==> src/rtl/gen_collect_pkg.sv <==
// Shared types for the generator stream collector.
package gen_collect_pkg;

    localparam int unsigned GEN_WIDTH = 32;

    typedef enum logic [2:0] {
        StIdle,
        StLaunch,
        StCollect,
        StDrain,
        StDone,
        StError
    } state_e;

    // One yielded generator tuple at the default element width.
    typedef struct packed {
        logic signed [GEN_WIDTH-1:0] data0;
        logic signed [GEN_WIDTH-1:0] data1;
    } tuple_t;

endpackage

==> src/rtl/gen_stream_collector_if.sv <==
// Generator handshake plus downstream tuple stream, bundled for the collector.
interface gen_stream_collector_if #(
    parameter int unsigned WIDTH = 32
) ();

    logic                    gen_start;
    logic signed [WIDTH-1:0] gen_base;
    logic signed [WIDTH-1:0] gen_limit;
    logic signed [WIDTH-1:0] gen_step;
    logic                    gen_ready;
    logic                    gen_valid;
    logic                    gen_done;
    logic signed [WIDTH-1:0] gen_out0;
    logic signed [WIDTH-1:0] gen_out1;
    logic                    m_valid;
    logic                    m_ready;
    logic signed [WIDTH-1:0] m_data0;
    logic signed [WIDTH-1:0] m_data1;

    // Collector side: drives the generator controls and the downstream stream.
    modport master (
        output gen_start, gen_base, gen_limit, gen_step, gen_ready,
        input  gen_valid, gen_done, gen_out0, gen_out1,
        output m_valid, m_data0, m_data1,
        input  m_ready
    );

    // Environment side: the generator and the downstream sink.
    modport slave (
        input  gen_start, gen_base, gen_limit, gen_step, gen_ready,
        output gen_valid, gen_done, gen_out0, gen_out1,
        input  m_valid, m_data0, m_data1,
        output m_ready
    );

endinterface

==> src/rtl/gen_tuple_fifo.sv <==
// First-word fall-through FIFO holding collected tuples.
module gen_tuple_fifo #(
    parameter int unsigned WIDTH = 64,
    parameter int unsigned DEPTH = 8
) (
    input  logic                     clk,
    input  logic                     rst_n,
    input  logic                     push,
    input  logic [WIDTH-1:0]         push_data,
    input  logic                     pop,
    output logic [WIDTH-1:0]         pop_data,
    output logic                     full,
    output logic                     empty,
    output logic [$clog2(DEPTH):0]   occupancy
);

    localparam int unsigned PTR_W = $clog2(DEPTH);

    logic [WIDTH-1:0] mem_q [DEPTH];
    logic [PTR_W-1:0] wr_ptr_q, rd_ptr_q;
    logic [PTR_W:0]   occ_q;
    logic             do_push, do_pop;

    assign full    = (occ_q == (PTR_W+1)'(DEPTH));
    assign empty   = (occ_q == '0);
    assign do_push = push && !full;
    assign do_pop  = pop && !empty;

    assign pop_data  = mem_q[rd_ptr_q];
    assign occupancy = occ_q;

    // Storage array; emptiness is tracked by the pointers, so no reset is needed here.
    always_ff @(posedge clk) begin
        if (do_push) begin
            mem_q[wr_ptr_q] <= push_data;
        end
    end

    // Pointer and occupancy bookkeeping; pointers wrap because DEPTH is a power of two.
    always_ff @(posedge clk or negedge rst_n) begin
        if (!rst_n) begin
            wr_ptr_q <= '0;
            rd_ptr_q <= '0;
            occ_q    <= '0;
        end else begin
            if (do_push) begin
                wr_ptr_q <= wr_ptr_q + PTR_W'(1);
            end
            if (do_pop) begin
                rd_ptr_q <= rd_ptr_q + PTR_W'(1);
            end
            if (do_push && !do_pop) begin
                occ_q <= occ_q + (PTR_W+1)'(1);
            end else if (do_pop && !do_push) begin
                occ_q <= occ_q - (PTR_W+1)'(1);
            end
        end
    end

endmodule

==> src/rtl/gen_stream_collector.sv <==
// Initiator for the generator ready/valid/done protocol: launches a run, collects
// every yielded tuple into a FIFO and reports count, completion and timeout.
module gen_stream_collector
    import gen_collect_pkg::*;
#(
    parameter int unsigned WIDTH   = 32,
    parameter int unsigned DEPTH   = 8,
    parameter int unsigned TIMEOUT = 1024,
    parameter int unsigned CNT_W   = 16
) (
    input  logic                    _clock,
    input  logic                    _reset,
    input  logic                    cmd_start,
    input  logic signed [WIDTH-1:0] arg0,
    input  logic signed [WIDTH-1:0] arg1,
    input  logic signed [WIDTH-1:0] arg2,
    gen_stream_collector_if.master  bus,
    output logic                    busy,
    output logic                    run_done,
    output logic                    run_err,
    output logic [CNT_W-1:0]        tuple_count
);

    localparam int unsigned OCC_W = $clog2(DEPTH) + 1;
    localparam int unsigned TMO_W = (TIMEOUT > 1) ? $clog2(TIMEOUT + 1) : 1;
    localparam logic [TMO_W:0] TMO_LIM = (TMO_W+1)'(TIMEOUT);

    state_e                  state_q, state_d;
    logic [TMO_W-1:0]        tmo_q, tmo_d;
    logic [CNT_W-1:0]        cnt_q, cnt_d;
    logic signed [WIDTH-1:0] base_q, limit_q, step_q;
    logic                    start_run;
    logic                    ready;
    logic                    push;
    logic                    fifo_full, fifo_empty;
    logic [OCC_W-1:0]        fifo_occ;
    logic [2*WIDTH-1:0]      head;

    assign push = ready && bus.gen_valid;

    gen_tuple_fifo #(
        .WIDTH (2 * WIDTH),
        .DEPTH (DEPTH)
    ) u_fifo (
        .clk       (_clock),
        .rst_n     (_reset),
        .push      (push),
        .push_data ({bus.gen_out0, bus.gen_out1}),
        .pop       (bus.m_valid && bus.m_ready),
        .pop_data  (head),
        .full      (fifo_full),
        .empty     (fifo_empty),
        .occupancy (fifo_occ)
    );

    // Next-state, timeout and tuple counting for the run sequencer.
    always_comb begin
        state_d   = state_q;
        tmo_d     = tmo_q;
        cnt_d     = cnt_q;
        ready     = 1'b0;
        start_run = 1'b0;
        unique case (state_q)
            StIdle, StDone, StError: begin
                if (cmd_start) begin
                    start_run = 1'b1;
                    cnt_d     = '0;
                    state_d   = StLaunch;
                end
            end
            // Generator outputs are stale from the previous run here; ignore them.
            StLaunch: begin
                tmo_d   = '0;
                state_d = StCollect;
            end
            StCollect: begin
                ready = !fifo_full;
                if (bus.gen_valid && ready && (cnt_q != '1)) begin
                    cnt_d = cnt_q + CNT_W'(1);
                end
                if (bus.gen_valid || bus.gen_done) begin
                    tmo_d = '0;
                end else if (TIMEOUT != 0) begin
                    tmo_d = tmo_q + TMO_W'(1);
                    if (({1'b0, tmo_q} + (TMO_W+1)'(1)) == TMO_LIM) begin
                        state_d = StError;
                    end
                end
                // A final tuple paired with done must be taken before leaving.
                if (bus.gen_done && !(bus.gen_valid && !ready)) begin
                    state_d = StDrain;
                end
            end
            StDrain: begin
                if (fifo_occ == '0) begin
                    state_d = StDone;
                end
            end
            default: ;
        endcase
    end

    // State, counters and latched generator arguments.
    always_ff @(posedge _clock or negedge _reset) begin
        if (!_reset) begin
            state_q <= StIdle;
            tmo_q   <= '0;
            cnt_q   <= '0;
            base_q  <= '0;
            limit_q <= '0;
            step_q  <= '0;
        end else begin
            state_q <= state_d;
            tmo_q   <= tmo_d;
            cnt_q   <= cnt_d;
            if (start_run) begin
                base_q  <= arg0;
                limit_q <= arg1;
                step_q  <= arg2;
            end
        end
    end

    assign bus.gen_start = (state_q == StLaunch);
    assign bus.gen_base  = base_q;
    assign bus.gen_limit = limit_q;
    assign bus.gen_step  = step_q;
    assign bus.gen_ready = ready;
    assign bus.m_valid   = !fifo_empty;
    assign bus.m_data0   = head[2*WIDTH-1:WIDTH];
    assign bus.m_data1   = head[WIDTH-1:0];

    assign busy        = (state_q == StLaunch) || (state_q == StCollect) || (state_q == StDrain);
    assign run_done    = (state_q == StDone);
    assign run_err     = (state_q == StError);
    assign tuple_count = cnt_q;

endmodule

==> src/flat_wrapper.sv <==
// flat-port wrapper written by rule: the top's interface ports become plain ports
module gen_stream_collector_flat import gen_collect_pkg::*;
#(
    parameter int unsigned WIDTH   = 32,
    parameter int unsigned DEPTH   = 8,
    parameter int unsigned TIMEOUT = 1024,
    parameter int unsigned CNT_W   = 16
)
  (_clock, _reset, cmd_start, arg0, arg1, arg2, busy, run_done, run_err, tuple_count, bus_gen_start, bus_gen_base, bus_gen_limit, bus_gen_step, bus_gen_ready, bus_gen_valid, bus_gen_done, bus_gen_out0, bus_gen_out1, bus_m_valid, bus_m_data0, bus_m_data1, bus_m_ready);
  gen_stream_collector_if #(.WIDTH(WIDTH)) bus_i ();
  input  logic _clock;
  input  logic _reset;
  input  logic cmd_start;
  input  logic signed [WIDTH-1:0] arg0;
  input  logic signed [WIDTH-1:0] arg1;
  input  logic signed [WIDTH-1:0] arg2;
  output logic busy;
  output logic run_done;
  output logic run_err;
  output logic [CNT_W-1:0] tuple_count;
  output wire logic [$bits(bus_i.gen_start)-1:0] bus_gen_start;
  output wire logic [$bits(bus_i.gen_base)-1:0] bus_gen_base;
  output wire logic [$bits(bus_i.gen_limit)-1:0] bus_gen_limit;
  output wire logic [$bits(bus_i.gen_step)-1:0] bus_gen_step;
  output wire logic [$bits(bus_i.gen_ready)-1:0] bus_gen_ready;
  input wire logic [$bits(bus_i.gen_valid)-1:0] bus_gen_valid;
  input wire logic [$bits(bus_i.gen_done)-1:0] bus_gen_done;
  input wire logic [$bits(bus_i.gen_out0)-1:0] bus_gen_out0;
  input wire logic [$bits(bus_i.gen_out1)-1:0] bus_gen_out1;
  output wire logic [$bits(bus_i.m_valid)-1:0] bus_m_valid;
  output wire logic [$bits(bus_i.m_data0)-1:0] bus_m_data0;
  output wire logic [$bits(bus_i.m_data1)-1:0] bus_m_data1;
  input wire logic [$bits(bus_i.m_ready)-1:0] bus_m_ready;
  assign bus_gen_start = bus_i.gen_start;
  assign bus_gen_base = bus_i.gen_base;
  assign bus_gen_limit = bus_i.gen_limit;
  assign bus_gen_step = bus_i.gen_step;
  assign bus_gen_ready = bus_i.gen_ready;
  assign bus_i.gen_valid = bus_gen_valid;
  assign bus_i.gen_done = bus_gen_done;
  assign bus_i.gen_out0 = bus_gen_out0;
  assign bus_i.gen_out1 = bus_gen_out1;
  assign bus_m_valid = bus_i.m_valid;
  assign bus_m_data0 = bus_i.m_data0;
  assign bus_m_data1 = bus_i.m_data1;
  assign bus_i.m_ready = bus_m_ready;
  gen_stream_collector #(.WIDTH(WIDTH), .DEPTH(DEPTH), .TIMEOUT(TIMEOUT), .CNT_W(CNT_W)) u_core (._clock(_clock), ._reset(_reset), .cmd_start(cmd_start), .arg0(arg0), .arg1(arg1), .arg2(arg2), .bus(bus_i), .busy(busy), .run_done(run_done), .run_err(run_err), .tuple_count(tuple_count));
endmodule
==> config.mk <==
export PLATFORM = sky130hd
export DESIGN_NAME = gen_stream_collector_flat
export DESIGN_NICKNAME = d
export VERILOG_FILES = /design/src/rtl/gen_collect_pkg.sv /design/src/rtl/gen_stream_collector_if.sv /design/src/rtl/gen_tuple_fifo.sv /design/src/rtl/gen_stream_collector.sv /design/src/flat_wrapper.sv
export SDC_FILE = /design/constraint.sdc
export NUM_CORES = 1
export LEC_CHECK = 0
export ABC_AREA = 1
export BUFFER_PORTS_ARGS = -buffer_cell sky130_fd_sc_hd__buf_2
export CAP_MARGIN = 30
export CORE_MARGIN = 4
export CORE_UTILIZATION = 55
export CTS_CLUSTER_SIZE = 28
export DETAILED_ROUTE_END_ITERATION = 16
export PLACE_DENSITY = 0.77
export SYNTH_ARGS = -nofsm -noshare
export SYNTH_HDL_FRONTEND = slang
export SYNTH_SLANG_ARGS = --single-unit
==> constraint.sdc <==
create_clock -name _clock -period 6.15 [get_ports _clock]
set_input_delay 1.23 -clock _clock [delete_from_list [all_inputs] [get_ports _clock]]
set_output_delay 1.23 -clock _clock [all_outputs]
set_load 0.01 [all_outputs]
==> impl_metrics.toml, run 1 <==
[cells_and_area]
design_area_mm2 = 0.0301
area_delta_synth_final_pct = 17.4
area_of_the_multi_input_gates_mm2 = 0.00627
final_net_count = 2496
finish.cell_count_without_fillers = 2977
post_route_cells_drive_above_1_share_pct = 23.7
regArea_mm2 = 0.0188
fillCellCount = 3168

[floorplanning]
die_outline_area_mm2 = 0.0502
core-area_mm2 = 0.0458
num_rows = 78
design.portCount = 348
initial_core_util_pct = 56.1
fp.dieW_um = 224
die_h_um = 224

[power_and_ir_drop]
power_report.internal_total_uw = 9220
seq_power_share_pct = 39.4
switching_power_uw = 5100
switching_share_pct = 35.6
irDropWorstVdd_uv = 479
post-layout-total-power_uw = 14300
power.share.combinational_pct = 33.8
total_leakage_power_uw = 0.0112
power_density_mw_per_mm2 = 476
p_clk_share_pct = 26.7

[outcome]
run_status = "finished, final reports clean"

[worst_hold_path]
min-delay-path-class = "register to register"
hold_path_startpoint = "u_core.bus.gen_step[14]"

[clock_tree]
post_cts_hold_buffer_count = 0
clk_latency_ps = 590
numClockSinks = 648
cts_resized = 0
clkTransAtPathRegs_ps = 60
cts_made_buffers = 67
cts_tree = "built"
htree_levels = 3
clock_tree.buffer_depth = 3
number_of_buffers_inserted_to_repair_setup_after_cts = 0
cts_root_buffer = "clkbuf_16"

[logic_synthesis]
synth_cell_types = 38
yosys.area.top_type = "edfxtp_1"
syn_nets = 2160
ys_seq_elements = 648
post-synth-top-area-fraction_pct = 59.9
synthTopCellsByArea = "edfxtp_1, dfrtp_1, nor2_1"
synthesis.yosys.warnings = 0
synth_edf_count = 512
post_synth_inst_count = 1986
synthFlopType = "edfxtp_1"
netlist_top_cells_count = "edfxtp_1, nor2_1, o21ai_0"
synth_area_per_cell_um2 = 12.9
yosysMostFrequentCell = "edfxtp_1"
synth_sequential_area_ratio_pct = 73.2
synth_async_sr_flop_share_pct = 21.0
post_synth_instance_area_mm2 = 0.0257

[timing]
timing.final.crit_share_pct = 80.3
report.final.hold_viol_count = 0
fin_hold_ws_ps = 484
worst_slew_margin_relative_to_its_limit_pct = 28.3
finalSetupViolCount = 0
max_clock_freq_ghz = 0.202
fin_tns_setup_ps = 0
worst_pin_slew_ps = 1080
timing.final.crit_period_ps = 4940
fin_worst_skew_ps = 29.7
report.final.slew_viol_count = 0
rsz_0062_raised_after_global_routing = "no"

[worst_setup_path]
startpoint_type = "register"
critical_path_required_ps = 4920
r2r_slack_ps = 2840
critical_path.reg2reg.startpoint = "u_core.state_q[2]"
type_of_the_setup_path_with_the_least_slack = "register to output port"
worst-endpoint-arrival_ps = 3710
timing.critical_path.to_type = "output port"
crit_path_max_fanout = 57
startpoint = "u_core.u_fifo.rd_ptr_q[1]"

[global_routing]
track_usage_pct = 24.1
grt_start_max_net_pins = 217
grt_antenna_before_repair = 10
grt_pass1_vias = 17074
gr-total-overflow = 0
grt_pass1_wl_um = 95200

[drt]
dr.pass1.iters = 5
route.vias.total = 17064
antenna_left = 0
drt-initial-drc-count = 1397
drt_drc_violations_left = 0
average_wire_length_per_cell_after_detail_routing_um = 20.7
drt-vias-per-instance = 5.73
totalWireLength_um = 61700

[placement]
place_hpwl_um = 37100
dp.cells = 2853
place_congestion = 0.870
postPlaceCellArea_mm2 = 0.0280
port_buffers = 347

[run]
max_cap_viols = 0
-- power groups by stage --
stage          Combinational [uW]  Sequential, uW  Clock, uW
6_report                     4850            5650       3830
5_1_grt                      5330            5700       4080
4_1_cts                      4890            5650       3900
3_5_place_dp                 4850            5730          0
3_3_place_gp                 4700            5710          0
2_1_floorplan                2950            5770          0
-- cells by family after synthesis --
group                    count (synthesis)  share of synthesized area, %
AND/OR/NAND/NOR                        649                          9.94
flip-flops                             648                          73.2
AO/OA/AOI/OAI                          415                          8.85
buffers and inverters                  148                          2.65
multiplexers                            97                          4.26
XOR/XNOR                                21                         0.717
adder cells (fa/ha/maj)                  8                         0.419
-- critical path: stages, from the launching register on --
cell and delay, ps:
dfrtp_4 870, clkinv_2 940, buf_4 530, nor2_1 110
o21ai_0 100, a31oi_1 310, buf_2 190
-- layout by cell type (no fill, tap or decap), types with 2 or more instances in the layout --
master     instances
bufinv_16          2
buf_4             26
edfxtp_1         512
inv_1             26
clkbuf_8           2
dfrtp_4            2
nand4_1            3
inv_4              3
a21oi_1            3
clkinv_2          12
xor2_1            19
inv_2              6
buf_16             3
o21ai_0          272
mux2_1            40
nand2_2            2
or2_2              2
clkbuf_1          13
xnor2_1            2
nor2_1           489
dfrtp_1          134
a31oi_1           65
diode_2            4
nor2_4            10
clkbuf_16         71
ha_1               7
o22ai_1           70
mux2_2            57
nand3_1           26
inv_6              4
nand2_1          108
nor2_2             4
clkinv_1          15
buf_2            346
buf_12             2
-- registers in the layout, indices dropped and copies added, names as in the netlist --
register                 count
u_core.u_fifo.occupancy      4
u_core.u_fifo.mem_q        512
u_core.bus.gen_step         32
u_core.u_fifo.wr_ptr_q       3
u_core.state_q               3
u_core.tuple_count          16
u_core.tmo_q                11
u_core.bus.gen_limit        32
u_core.u_fifo.rd_ptr_q       3
u_core.bus.gen_base         32
-- worst paths after layout --
| kind | cells past startpoint | end |
|---|---|---|
| min reg2reg | 1 | u_core.bus.gen_step[14] |
| max | 6 | bus_m_data1[21] |
| max reg2reg | 9 | u_core.u_fifo.mem_q[2][29] |
| min | 1 | u_core.bus.gen_step[14] |
| min in group asynchronous | 1 | u_core.bus.gen_base[3] |
| max in group asynchronous | 2 | u_core.bus.gen_limit[16] |
-- metal layers --
| layer | global-route usage, % | vias up | part of all wire, % | routed length (um) |
|---|---|---|---|---|
| li1 | - | 7813 | - | - |
| met2 | 40.6 | 734 | 50 | 30800 |
| met3 | 6.21 | 144 | 8.7 | 5390 |
| met4 | 10.7 | 10 | 4.1 | 2520 |
| met5 | 0 | - | 0.12 | 73 |
| met1 | 29.7 | 8363 | 37 | 22900 |
-- final cells by class --
cell class,instances,share of cell area [%]
Antenna cell,4,0.0332
Sequential cell,648,62.4
Multi-Input combinational cell,1190,20.8
Timing Repair Buffer,378,6.84
Clock inverter,34,0.802
Inverter,37,0.507
Tap cell,600,2.49
Clock buffer,86,6.15
-- metrics by stage --
step / util [%] / worst slack, ps
after detailed placement: 61.2 / 1780
after CTS: 65.8 / 1140
after global placement: 61.0 / 1820
after floorplan: - / 1200
after global routing: 65.8 / 1020
final: 65.8 / 1210
No activity file was read; power rests on OpenSTA's default activity.
==> inputs of run 2 (changes only) <==
Settings changed: ABC_AREA 1 to 0.
Clock period 6.15 ns to 4.88 ns, I/O delays scaled along.
==> run 2 against run 1 <==
Compared with the run above: core utilization about the same; synthesized cell count down 28%; first-iteration DRC count shrank 21%; total power up 20%; routed wire length is 8.2% lower; die area fell by 0.92%.
==> impl_metrics.toml, run 2 <==
[worst_setup_path]
type_of_the_setup_path_with_the_least_slack = "register to output port"
startpoint = "u_core.u_fifo.rd_ptr_q[0]"
max_stage_delay_ps = 730
rr_endpoint = "u_core.u_fifo.occupancy[3]"
crit_path_max_fanout = 43
cp-endpoint = "bus_m_data0[20]"
r2r_slack_ps = 1790
timing.critical_path.to_type = "output port"
critical_path_buf_inv_count = 2
number_of_gates_on_the_worst_path_with_buffers_counted = 4
critical_path_required_ps = 3900
path_delay_family = "multiplexers"
cp_slowest_cell = "dfrtp_4"
r2r_cells = 10
crit_chain = "buf_12 -> mux4_2 -> mux2_2 -> buf_2"
critical_path.reg2reg.startpoint = "u_core.u_fifo.occupancy[1]"
startpoint_type = "register"
worst-endpoint-arrival_ps = 2750

[clock_tree]
clk_latency_ps = 570
cts_resized = 0
cts_made_buffers = 66
htree_levels = 3
cts_root_buffer = "clkbuf_16"
clock_tree.buffer_depth = 3
cts_tree = "built"
numClockSinks = 648
post_cts_hold_buffer_count = 0
number_of_buffers_inserted_to_repair_setup_after_cts = 0
clkTransAtPathRegs_ps = 60

[timing]
fin_hold_ws_ps = 179
worst_slew_margin_relative_to_its_limit_pct = 43.5
timing.final.crit_period_ps = 3730
timing.final.crit_share_pct = 76.4
max_clock_freq_ghz = 0.268
rsz_0062_raised_after_global_routing = "no"
worst_pin_slew_ps = 847
report.final.slew_viol_count = 0
fin_tns_setup_ps = 0
report.final.hold_viol_count = 0
finalSetupViolCount = 0
fin_worst_skew_ps = 19.1

[power_and_ir_drop]
irDropWorstVdd_uv = 425
power_density_mw_per_mm2 = 571
post-layout-total-power_uw = 17100
total_leakage_power_uw = 0.0114

[floorplanning]
die_h_um = 223
design.portCount = 348
num_rows = 78
die_outline_area_mm2 = 0.0497
core-area_mm2 = 0.0456
fp.dieW_um = 223
initial_core_util_pct = 55.8

[cells_and_area]
layout.cells.most_common = "edfxtp_1"
area_delta_synth_final_pct = 18.0
post_route_cells_drive_above_1_share_pct = 37.0
final_net_count = 1969
finalCoreUtilization_pct = 65.8
largest_reg_flops = 512
largest_register = "u_core.u_fifo.mem_q"
most-common-layout-cells = "edfxtp_1, buf_2, nand2_1, dfrtp_1, mux4_2"
fillCellCount = 3007

[logic_synthesis]
synth_area_per_cell_um2 = 17.7
ys_seq_elements = 648
post_synth_instance_area_mm2 = 0.0254
synthFlopType = "edfxtp_1"
syn_nets = 1609
yosys.area.top_type = "edfxtp_1"
synth_async_sr_flop_share_pct = 21.0
yosysMostFrequentCell = "edfxtp_1"
post-synth-top-area-fraction_pct = 60.5
synth_sequential_area_ratio_pct = 73.9
synthesis.yosys.warnings = 0
synthTopCellsByArea = "edfxtp_1, dfrtp_1, mux4_2"
synth_edf_count = 512
post_synth_inst_count = 1435
synth_cell_types = 65
netlist_top_cells_count = "edfxtp_1, nand2_1, dfrtp_1"

[global_routing]
gr-total-overflow = 0
grt_pass1_wl_um = 87600
grt_start_max_net_pins = 104
grt_pass1_vias = 14794
grt_antenna_before_repair = 4
track_usage_pct = 22.9

[drt]
dr.pass1.iters = 6
route.vias.total = 14114
drt-vias-per-instance = 5.77
drt_drc_violations_left = 0
antenna_left = 0
average_wire_length_per_cell_after_detail_routing_um = 23.1
drt-initial-drc-count = 1098
totalWireLength_um = 56600

[worst_hold_path]
min-delay-path-class = "input pin to async pin"

[placement]
place_hpwl_um = 33900
place_congestion = 0.858
port_buffers = 347

[run]
max_cap_viols = 0

[outcome]
run_status = "finished, final reports clean"
[run 2: cell types whose count changed after synthesis, sizes merged, moves of 30 or more]
cell	previous run	this run
o22ai	70	2
nand2	110	325
o21ai	274	10
mux4	0	128
a31oi	65	5
nor2	504	14
inv	37	7
[run 2: logic make-up (layout without fill, tap and decap cells)]
family / count (synthesis) / after routing / share of synthesized area [%]
flip-flops: 648 / 648 / 73.9
AND/OR/NAND/NOR: 413 / 413 / 7.06
XOR/XNOR: 7 / 7 / 0.241
adder cells (fa/ha/maj): 8 / 8 / 0.423
buffers and inverters: 85 / 494 / 1.59
multiplexers: 212 / 212 / 15.0
other: 0 / 4 / 0
AO/OA/AOI/OAI: 62 / 62 / 1.82
[run 2: per-layer routing]
layer	wire, um	track usage [%]	up-vias
li1	-	-	6223
met1	21100	28.6	7253
met2	30000	39.8	524
met3	3600	4.88	112
met4	1900	8.47	2
met5	13	0	-
[run 2: worst min-delay path by stage]
stage / cells after the start / from / slack [ps] / endpoint
after floorplan: 1 / u_core.tmo_q[9] / 490 / u_core.tmo_q[9]
final: 1 / _reset / 180 / u_core.bus.gen_base[3]
after CTS: 2 / u_core.bus.gen_limit[20] / 470 / u_core.bus.gen_limit[20]
after detailed placement: 2 / u_core.bus.gen_limit[20] / 460 / u_core.bus.gen_limit[20]
after global routing: 1 / _reset / 150 / u_core.bus.gen_step[17]
after global placement: 2 / u_core.bus.gen_limit[20] / 450 / u_core.bus.gen_limit[20]
[run 2: final cells by class]
class,count,area [um2],area share [%]
Sequential cell,648,18800,62.6
Clock buffer,90,1830,6.09
Antenna cell,4,10.0,0.0334
Multi-Input combinational cell,702,6310,21.0
Inverter,7,26.3,0.0876
Clock inverter,27,183,0.609
Timing Repair Buffer,370,2110,7.04
Tap cell,600,751,2.50
[run 2: metrics by stage]
step                      area [um2]  cells  worst slack, ps
final                          30000   2448             1150
after global routing           30000   2447              986
after CTS                      29900   2442             1070
after detailed placement       27900   2325             1590
after global placement         27900   2325             1630
after floorplan                25400   1435            -2100
[run 2: power breakdown]
| part | leakage [uW] | internal [uW] | switching [uW] |
|---|---|---|---|
| combinational | 0.00403 | 2440 | 2650 |
| sequential | 0.00634 | 6720 | 615 |
| clock | 0.000989 | 2730 | 1970 |
==> inputs of run 3 (changes only) <==
Settings changed: ABC_AREA 0 to 1.
Clock period 4.88 ns to 3.5 ns, I/O delays scaled along.
==> run 3 against run 2 <==
Compared with the run above: clock skew up 5.9 ps; sequential cell count unchanged; die area up 0.93%; critical path depth up 4; highest routed layer unchanged.
==> impl_metrics.toml, run 3 (synthesized netlist as in run 1, its figures left out) <==
[outcome]
run_status = "finished, final reports clean"

[drt]
antenna_left = 0
totalWireLength_um = 62800
average_wire_length_per_cell_after_detail_routing_um = 21.1
drt-initial-drc-count = 1515
route.vias.total = 17149
drt_drc_violations_left = 0
drt-vias-per-instance = 5.76
dr.pass1.iters = 6

[cells_and_area]
largest_register = "u_core.u_fifo.mem_q"
design_area_mm2 = 0.0302
post_route_cells_drive_above_1_share_pct = 23.7
final_net_count = 2499
regArea_mm2 = 0.0188
fillCellCount = 3158
layout.cells.most_common = "edfxtp_1"
area_delta_synth_final_pct = 17.6
most-common-layout-cells = "edfxtp_1, nor2_1, buf_2, o21ai_0, dfrtp_1"
largest_reg_flops = 512
area_of_the_multi_input_gates_mm2 = 0.00627

[clock_tree]
numClockSinks = 648
cts_tree = "built"
clkTransAtPathRegs_ps = 60
post_cts_hold_buffer_count = 0
cts_made_buffers = 60
clk_latency_ps = 620
htree_levels = 2
cts_root_buffer = "clkbuf_16"
clock_tree.buffer_depth = 3

[floorplanning]
fp.dieW_um = 224
core-area_mm2 = 0.0458
die_h_um = 224
num_rows = 78
design.portCount = 348
initial_core_util_pct = 56.1
die_outline_area_mm2 = 0.0502

[worst_setup_path]
rr_endpoint = "u_core.u_fifo.mem_q[4][8]"
r2r_slack_ps = 780
critical_path_required_ps = 2800
type_of_the_setup_path_with_the_least_slack = "register to output port"
crit_path_max_fanout = 53
startpoint_type = "register"
r2r_cells = 9
critical_path.reg2reg.startpoint = "u_core.state_q[2]"
timing.critical_path.to_type = "output port"
worst-endpoint-arrival_ps = 2650

[global_routing]
grtUsageMet2_pct = 39.8
grt_pass1_vias = 16663
grt_start_max_net_pins = 197
grt_pass1_wl_um = 94000
use_met3_pct = 5.11
grt_most_used_layer = "met2"
grt_antenna_before_repair = 18
grt.met1_usage_pct = 30.1
gr-total-overflow = 0
track_usage_pct = 24.0

[timing]
rsz_0062_raised_after_global_routing = "no"
report.final.slew_viol_count = 0
worst_slew_margin_relative_to_its_limit_pct = 47.0
fin_tns_setup_ps = 0
timing.final.crit_share_pct = 95.8
fin_worst_skew_ps = 24.9
finalSetupViolCount = 0
timing.final.crit_period_ps = 3350
report.final.hold_viol_count = 0
max_clock_freq_ghz = 0.298
worst_pin_slew_ps = 795

[power_and_ir_drop]
total_leakage_power_uw = 0.0112
power_density_mw_per_mm2 = 827
irDropWorstVdd_uv = 634

[run]
max_cap_viols = 0

[worst_hold_path]
min-delay-path-class = "input pin to async pin"

[placement]
port_buffers = 347
place_hpwl_um = 36900
place_congestion = 0.879
postPlaceCellArea_mm2 = 0.0282
## run 3: layout make-up
class,instances,share of cell area [%]
multi-input combinational,1190,20.8
clock inverter,25,0.763
tap,600,2.49
antenna,7,0.0580
timing repair buffer,388,7.75
clock buffer,84,5.40
inverter,37,0.551
sequential,648,62.2
## run 3: where the power goes
part	total, uW	switching, uW	internal (uW)	leakage [uW]
Clock	6180	2720	3470	0.000898
Combinational	8950	5730	3220	0.00403
Sequential	9820	517	9300	0.00627
Total	25000	8970	16000	0.0112
## run 3: timing repair
action                     4_1_cts  5_1_grt
cloned                           0        1
setup buffers                    0        0
setup endpoints to repair        1       27
gates resized for setup          1        7
## run 3: through the flow
step / power (uW) / utilization, % / hold slack, ps / setup slack, ps / cells
finish: 25000 / 66.0 / 132 / 147 / 2979
global placement: 18500 / 61.7 / 468 / 706 / 2862
detailed placement: 18800 / 61.7 / 475 / 662 / 2862
CTS: 25000 / 65.8 / 153 / 0.653 / 2971
floorplan: 15300 / - / 404 / -946 / 1986
global route: 26300 / 66.0 / 197 / 1.77 / 2978
## run 3: worst max-delay path, cell delays in order (launching register included)
cell and delay [ps]:
dfrtp_4 590, inv_8 230, buf_16 290, buf_4 210, o21ai_0 120, o22ai_1 160
nor2_1 60, a31oi_1 190, buf_2 170
## run 3: worst max-delay path by stage
stage	slack (ps)	end	from	cells past startpoint
global route	2	bus_m_data1[8]	u_core.u_fifo.rd_ptr_q[0]	6
detailed placement	660	bus_m_data1[10]	u_core.u_fifo.rd_ptr_q[0]	6
CTS	0.7	bus_m_data1[0]	u_core.u_fifo.rd_ptr_q[1]	8
floorplan	-950	u_core.u_fifo.mem_q[0][0]	u_core.state_q[2]	8
finish	150	bus_m_data1[0]	u_core.u_fifo.rd_ptr_q[1]	8
global placement	710	bus_m_data1[10]	u_core.u_fifo.rd_ptr_q[0]	6
## run 3: metal layers
metal,vias up,part of all wire (%)
li1,7820,-
met1,8313,37
met2,846,49
met3,152,9.4
met4,18,4.5
met5,-,0.17
